--- src/rtl/axis64_to_fifo72.sv ---
// Frames 64-bit MAC beats into 72-bit XGMII words for the transmit FIFO:
// start word, data, terminate, then IFG_WORDS idle words per frame.
module axis64_to_fifo72 #(
    parameter int IFG_WORDS = 2
) (
    input  logic        sys_clk,
    input  logic        sys_rst,
    input  logic [63:0] s_data,
    input  logic        s_valid,
    input  logic        s_last,
    input  logic [2:0]  s_bytes,
    output logic        s_ready,
    output logic        wr_clk,
    output logic [71:0] din,
    output logic        wr_en,
    input  logic        full,
    output logic [31:0] frame_cnt,
    output logic [15:0] err_cnt,
    output logic [2:0]  dbg_state
);

    // Handshake: a beat moves when s_valid & s_ready are both high at the rising
    // edge; s_ready is combinational from state and full, never from s_valid.

    localparam logic [71:0] WORD_START = 72'h01_d5_55_55_55_55_55_55_fb;
    localparam logic [71:0] WORD_IDLE  = 72'hff_07_07_07_07_07_07_07_07;
    localparam logic [71:0] WORD_TERM  = 72'hff_07_07_07_07_07_07_07_fd;
    localparam logic [71:0] WORD_ERR   = 72'hff_fe_fe_fe_fe_fe_fe_fe_fe;

    localparam int CW = (IFG_WORDS > 1) ? $clog2(IFG_WORDS) : 1;
    localparam logic [CW-1:0] IFG_LOAD = CW'(IFG_WORDS - 1);

    typedef enum logic [2:0] {
        ST_IDLE = 3'd0,
        ST_DATA = 3'd1,
        ST_TERM = 3'd2,
        ST_IFG  = 3'd3,
        ST_DROP = 3'd4
    } state_e;

    state_e        state_q, state_d;
    logic [71:0]   din_q, din_d;
    logic          wr_en_q, wr_en_d;
    logic [31:0]   frame_cnt_q, frame_cnt_d;
    logic [15:0]   err_cnt_q, err_cnt_d;
    logic [CW-1:0] ifg_cnt_q, ifg_cnt_d;
    logic          s_ready_c;
    logic [71:0]   last_word;

    // Partial last beat: data lanes below s_bytes, terminate in lane s_bytes, idles above.
    always_comb begin
        last_word = '0;
        for (int i = 0; i < 8; i++) begin
            if (3'(i) < s_bytes) begin
                last_word[8*i +: 8] = s_data[8*i +: 8];
                last_word[64 + i]   = 1'b0;
            end else if (3'(i) == s_bytes) begin
                last_word[8*i +: 8] = 8'hfd;
                last_word[64 + i]   = 1'b1;
            end else begin
                last_word[8*i +: 8] = 8'h07;
                last_word[64 + i]   = 1'b1;
            end
        end
    end

    always_comb begin
        state_d     = state_q;
        din_d       = din_q;
        wr_en_d     = 1'b0;
        frame_cnt_d = frame_cnt_q;
        err_cnt_d   = err_cnt_q;
        ifg_cnt_d   = ifg_cnt_q;
        s_ready_c   = 1'b0;
        case (state_q)
            ST_IDLE: begin
                if (s_valid && !full) begin
                    din_d   = WORD_START;
                    wr_en_d = 1'b1;
                    state_d = ST_DATA;
                end
            end
            ST_DATA: begin
                if (!full) begin
                    s_ready_c = 1'b1;
                    wr_en_d   = 1'b1;
                    if (!s_valid) begin
                        din_d   = WORD_ERR;
                        state_d = ST_DROP;
                        if (err_cnt_q != 16'hffff) err_cnt_d = err_cnt_q + 16'd1;
                    end else if (s_last && s_bytes != 3'd0) begin
                        din_d       = last_word;
                        frame_cnt_d = frame_cnt_q + 32'd1;
                        ifg_cnt_d   = IFG_LOAD;
                        state_d     = ST_IFG;
                    end else begin
                        din_d = {8'h00, s_data};
                        if (s_last) state_d = ST_TERM;
                    end
                end
            end
            ST_TERM: begin
                if (!full) begin
                    din_d       = WORD_TERM;
                    wr_en_d     = 1'b1;
                    frame_cnt_d = frame_cnt_q + 32'd1;
                    ifg_cnt_d   = IFG_LOAD;
                    state_d     = ST_IFG;
                end
            end
            ST_IFG: begin
                if (!full) begin
                    din_d   = WORD_IDLE;
                    wr_en_d = 1'b1;
                    if (ifg_cnt_q == '0) state_d = ST_IDLE;
                    else ifg_cnt_d = ifg_cnt_q - CW'(1);
                end
            end
            ST_DROP: begin
                // Draining writes nothing, so it keeps consuming even while full.
                s_ready_c = 1'b1;
                if (s_valid && s_last) begin
                    ifg_cnt_d = IFG_LOAD;
                    state_d   = ST_IFG;
                end
            end
            default: state_d = ST_IDLE;
        endcase
    end

    always_ff @(posedge sys_clk or posedge sys_rst) begin
        if (sys_rst) begin
            state_q     <= ST_IDLE;
            din_q       <= WORD_IDLE;
            wr_en_q     <= 1'b0;
            frame_cnt_q <= '0;
            err_cnt_q   <= '0;
            ifg_cnt_q   <= '0;
        end else begin
            state_q     <= state_d;
            din_q       <= din_d;
            wr_en_q     <= wr_en_d;
            frame_cnt_q <= frame_cnt_d;
            err_cnt_q   <= err_cnt_d;
            ifg_cnt_q   <= ifg_cnt_d;
        end
    end

    assign s_ready   = s_ready_c;
    assign wr_clk    = sys_clk;
    assign din       = din_q;
    assign wr_en     = wr_en_q;
    assign frame_cnt = frame_cnt_q;
    assign err_cnt   = err_cnt_q;
    assign dbg_state = state_q;

endmodule

--- config.mk ---
export PLATFORM = sky130hd
export DESIGN_NAME = axis64_to_fifo72
export DESIGN_NICKNAME = d
export VERILOG_FILES = /design/src/rtl/axis64_to_fifo72.sv
export SDC_FILE = /design/constraint.sdc
export NUM_CORES = 1
export LEC_CHECK = 0
export ABC_AREA = 1
export ABC_CLOCK_PERIOD_IN_PS = 6100
export CAP_MARGIN = 20
export CORE_UTILIZATION = 45
export DETAILED_ROUTE_END_ITERATION = 6
export PLACE_DENSITY = 0.8
export SYNTH_ARGS = -nofsm -noshare
export SYNTH_HDL_FRONTEND = slang
export SYNTH_SLANG_ARGS = --single-unit
--- constraint.sdc ---
create_clock -name sys_clk -period 6.1 [get_ports sys_clk]
set_clock_uncertainty 0.15 [all_clocks]
set_input_delay 1.22 -clock sys_clk [delete_from_list [all_inputs] [get_ports sys_clk]]
set_output_delay 1.22 -clock sys_clk [all_outputs]
set_load 0.05 [all_outputs]
==> flow_summary.json, run 1 <==
{
  "r2r_end": "din[44]$_DFFE_PP0P_",
  "netlist_area_um2": 6870,
  "wl_mm": 20.7,
  "cp.arrival_ns": 3.98,
  "gp_congestion": 0.913,
  "peakVddDrop_mv": 0.477,
  "fin_setup_tns_ns": 0,
  "vias": 6924,
  "hp-class": "register to register",
  "violations": "design-rule violations",
  "ioPinCount": 198,
  "grt_overflow": 0,
  "drc": 18,
  "ys_seq_elements": 125,
  "syn2layout_area_growth_pct": 39.0,
  "p_switching_w": 0.00230,
  "combPwrFrac_pct": 49.6,
  "finish.net_count": 1221,
  "setup_viol": 0,
  "final_cell_mix": "435 x nand2_1, 197 x clkdlybuf4s50_1, 102 x nor2_1",
  "p_per_area_nw_per_um2": 506,
  "p_sw_share_pct": 47.5,
  "drive_gt1_share_pct": 8.10,
  "setup_slack_ns": 0.745,
  "syn_avg_cell_area_um2": 7.21,
  "synthFlopType": "dfrtp_1",
  "r2r_start": "dbg_state[1]$_DFFE_PP0P_",
  "netlist.top_cell.by_area": "dfrtp_1",
  "start_util_pct": 46.7,
  "outcome": "complete, but fails checks",
  "cp-endpoint": "wr_clk",
  "slew_headroom_pct": 35.5,
  "syn_nets": 1027,
  "grt_pass1_wl_mm": 33.2,
  "path_max_fanout": 2,
  "slew_violations": 0,
  "cts_tree": "yes",
  "synth_top_cell_area_share_pct": 33.9,
  "synthTopCellsByArea": "dfrtp_1 34%, nand2_1 24%, dfstp_2 12%, nor2_1 5.6%, inv_1 3.2%",
  "place_area_um2": 8880,
  "synth_edf_count": 0,
  "detail_route.wl_per_cell_um": 15.4,
  "preCtsSetupSlack_ns": 1.01,
  "ys_warn_count": 0,
  "worstMarginPinSlew_ns": 0.968,
  "cts_resized": 0,
  "rsz0062_at_grt": "false",
  "r2r_slack_ns": 3.00,
  "reg2reg_depth": 8,
  "die_height_um": 126,
  "ant_nets": 0,
  "design.core.area_um2": 14700,
  "synth.distinct_cells": 36,
  "startpoint": "sys_clk",
  "end_kind": "output port",
  "seqPwrFrac_pct": 27.7,
  "hold_violations": 0,
  "port_buffers": 197,
  "intPower_w": 0.00253,
  "criticalPathCategory": "clock port to output port",
  "dr.pass1.iters": 7,
  "dp_hpwl_mm": 14.7,
  "cts_hold_buf": 0,
  "startpoint_type": "clock port",
  "dp.cells": 1308,
  "static-leakage-power_nw": 4.34,
  "seq_area_frac_synth_pct": 46.1,
  "stdcell_count": 1344,
  "clkTransAtPathRegs_ns": 0.06,
  "insertion_delay_ns": 0.54,
  "num_rows": 44,
  "seqCellArea_um2": 3170,
  "grt_max_degree": 84,
  "critical_path_required_ns": 4.73,
  "netlist_instances": 953,
  "die_area_um2": 15800,
  "post_cts_buffers": 0,
  "dr.first_iter.drc_count": 773,
  "fillers": 1262,
  "routed_via_density": 5.15,
  "multi_input_area_um2": 3250,
  "ys_async_sr_fraction_pct": 100,
  "grt_pass1_vias": 6478,
  "final_area_um2": 9540,
  "fin_total_pwr_w": 0.00483,
  "clockPowerShare_pct": 22.8,
  "cap_violations": 0,
  "final_common_cell": "nand2_1",
  "antenna_cells": 0,
  "die_w_um": 126,
  "grtUsageTotal_pct": 27.4,
  "antenna_found_initial": 0
}
-- state kept, by name, indices dropped and copies added, names as in the netlist --
signal	cells
dbg_state	3
din	72
err_cnt	16
frame_cnt	32
ifg_cnt_q	1
wr_en	1
-- stage by stage --
stage / hold WS, ns / util (%)
floorplan: 0.303 / -
global placement: 0.302 / 60.4
detailed placement: 0.304 / 60.4
CTS: 0.312 / 64.7
global route: 0.332 / 64.9
finish: 0.313 / 64.9
-- power groups by stage --
stage,clock network [W],registers (W),logic [W]
floorplan,0.0000353,0.00221,0.000787
global placement,0.0000378,0.00133,0.00235
detailed placement,0.0000378,0.00134,0.00238
CTS,0.00111,0.00133,0.00240
global route,0.00115,0.00137,0.00255
finish,0.00110,0.00134,0.00239
-- critical path: stages --
cell	delay (ns)
clkbuf_16	0.12
clkbuf_16	0.13
clkdlybuf4s50_1	0.69
-- cells by family after synthesis --
family          after synthesis  synth area share [%]
flops                       125                  46.1
xor+xnor                     17                  2.17
compound gates               91                  7.62
buf+inv                      92                  6.50
fa+ha+maj                     2                 0.364
simple gates                626                  37.2
-- worst min path at each step --
stage	cells past startpoint	endpoint	from
CTS	2	din[66]$_DFFE_PP1P_	din[66]$_DFFE_PP1P_
global placement	2	din[66]$_DFFE_PP1P_	din[66]$_DFFE_PP1P_
global route	2	din[33]$_DFFE_PP1P_	din[33]$_DFFE_PP1P_
finish	2	din[66]$_DFFE_PP1P_	din[66]$_DFFE_PP1P_
floorplan	2	ifg_cnt_q$_DFFE_PP0P_	ifg_cnt_q$_DFFE_PP0P_
detailed placement	2	din[66]$_DFFE_PP1P_	din[66]$_DFFE_PP1P_
-- area by class of cell --
cell class / instances / share of cell area (%)
clock buffer: 22 / 5.49
clock inverter: 14 / 1.27
timing repair buffer: 199 / 21.0
inverter: 64 / 2.54
sequential: 125 / 33.2
multi-input combinational: 736 / 34.1
tap: 184 / 2.41
-- Yosys cell counts (all sizes together) (2+ instances only) --
master  instances
nand2         441
nor2          107
dfrtp          93
inv            64
o21ai          52
nand3          46
dfstp          32
buf            27
a21oi          15
nor3           13
nand3b         12
xor2           12
a31oi           9
a21boi          7
nand4           5
xnor2           5
o21bai          3
o22ai           3
ha              2
or2             2
-- routing by layer --
metal	global-route usage (%)	wire [µm]	vias up
met3	8.56	2010	40
li1	-	-	3381
met4	13.0	507	0
met2	41.4	9350	289
met1	35.8	8870	3214
met5	0	0	-
(Power assumes the default switching activity.)
==> run 2: changes to the inputs <==
- GPL_TIMING_DRIVEN: unset -> 0
==> flow_summary.json, run 2 (synthesis gave the netlist of run 1 again) <==
{
  "outcome": "complete, but fails checks",
  "violations": "design-rule violations",
  "slew_violations": 0,
  "antenna_cells": 0,
  "intPower_w": 0.00277,
  "cts_hold_buf": 0,
  "dr.first_iter.drc_count": 707,
  "stdcell_count": 1368,
  "cp_num_buf_inv": 4,
  "start_util_pct": 46.7,
  "grt_overflow": 0,
  "p_switching_w": 0.00234,
  "startpoint_type": "clock port",
  "ant_nets": 0,
  "finish.net_count": 1245,
  "cp.arrival_ns": 4.10,
  "grt_pass1_wl_mm": 34.6,
  "clockPowerShare_pct": 24.7,
  "cts_resized": 0,
  "insertion_delay_ns": 0.54,
  "gp_congestion": 0.920,
  "final_cell_mix": "435 x nand2_1, 195 x clkdlybuf4s50_1, 102 x nor2_1",
  "die_w_um": 126,
  "largest_reg_flops": 72,
  "num_rows": 44,
  "setup_slack_ns": 0.631,
  "detail_route.wl_per_cell_um": 15.8,
  "rsz0062_at_grt": "false",
  "grt_pass1_vias": 6718,
  "p_per_area_nw_per_um2": 521,
  "path_max_fanout": 2,
  "drc": 16,
  "fin_total_pwr_w": 0.00511,
  "worstMarginPinSlew_ns": 0.725,
  "hp-class": "register to register",
  "post_cts_buffers": 0,
  "port_buffers": 195,
  "critical_path_required_ns": 4.73,
  "utilization_pct": 66.7,
  "combPwrFrac_pct": 49.3,
  "dp.cells": 1333,
  "routed_via_density": 5.25,
  "cap_violations": 0,
  "preCtsSetupSlack_ns": 0.894,
  "drive_gt1_share_pct": 10.1,
  "die_height_um": 126,
  "ioPinCount": 198,
  "seqPwrFrac_pct": 26.0,
  "crit_path_cell_trace": "clkbuf_16 > clkbuf_16 > buf_4 > clkdlybuf4s50_1",
  "critPathMaxStageDelay_ns": 0.69,
  "critical-path-top-delay-family": "buffers and inverters",
  "vias": 7178,
  "syn2layout_area_growth_pct": 42.8,
  "grt_max_degree": 83,
  "static-leakage-power_nw": 4.50,
  "hold_violations": 0,
  "criticalPathCategory": "clock port to output port",
  "design.core.area_um2": 14700,
  "cts_tree": "yes",
  "grtUsageTotal_pct": 28.4,
  "p_sw_share_pct": 45.8,
  "dr.pass1.iters": 7,
  "crit_top_cell": "clkbuf_16",
  "final_common_cell": "nand2_1",
  "setup_viol": 0,
  "end_kind": "output port",
  "wl_mm": 21.6,
  "fin_setup_tns_ns": 0,
  "peakVddDrop_mv": 0.434,
  "die_area_um2": 15800,
  "antenna_found_initial": 0,
  "slew_headroom_pct": 51.2,
  "clkTransAtPathRegs_ns": 0.06,
  "cp_slowest_cell": "clkdlybuf4s50_1",
  "dp_hpwl_mm": 15.6
}
[run 2: final timing paths]
kind                                          startpoint                        end  slack (ns)  depth (start not counted)
worst max-delay path                             sys_clk                     wr_clk        0.63                          4
worst min-delay path                 din[66]$_DFFE_PP1P_        din[66]$_DFFE_PP1P_        0.32                          2
worst max register to register  dbg_state[1]$_DFFE_PP0P_        din[48]$_DFFE_PP1P_        3.95                         11
worst min register to register       din[66]$_DFFE_PP1P_        din[66]$_DFFE_PP1P_        0.32                          2
max in group asynchronous                        sys_rst         din[9]$_DFFE_PP1P_        4.11                          3
min in group asynchronous                        sys_rst  frame_cnt[25]$_DFFE_PP0P_        0.92                          2
[run 2: layout make-up]
cell class	instances	area, µm²
clock inverters	12	185
flip-flops and latches	125	3170
multi-input cells	736	3250
fillers	1233	4890
inverters	64	245
clock buffers	24	552
repair buffers	195	1970
plain buffers	28	206
well taps	184	230
[run 2: through the flow]
step | hold WS (ns) | cell area [µm²]
2_1_floorplan | 0.303 | 6870
3_3_place_gp | 0.300 | 9050
3_5_place_dp | 0.307 | 9080
4_1_cts | 0.318 | 9810
5_1_grt | 0.332 | 9810
6_report | 0.319 | 9810
[run 2: power by group through the flow]
| stage | registers, W | logic [W] | clock network [W] |
|---|---|---|---|
| after global routing | 0.00136 | 0.00267 | 0.00132 |
| final | 0.00133 | 0.00252 | 0.00126 |
| after CTS | 0.00133 | 0.00252 | 0.00127 |
| after detailed placement | 0.00133 | 0.00250 | 0.0000469 |
| after global placement | 0.00132 | 0.00247 | 0.0000469 |
| after floorplan | 0.00221 | 0.000787 | 0.0000353 |
[run 2: routing by layer]
layer	track usage, %	routed length, µm	vias to the layer above
met5	0	0	-
met3	6.20	1970	51
met2	44.3	9630	346
met1	37.9	9340	3339
met4	12.6	676	0
li1	-	-	3442
[run 2: worst register-to-register path, delay by kind of cell, from the launching register on]
kind | cells | cell delay, ns
buffers and inverters | 4 | 0.68
DFF | 1 | 0.37
and+or+nand+nor | 7 | 0.89
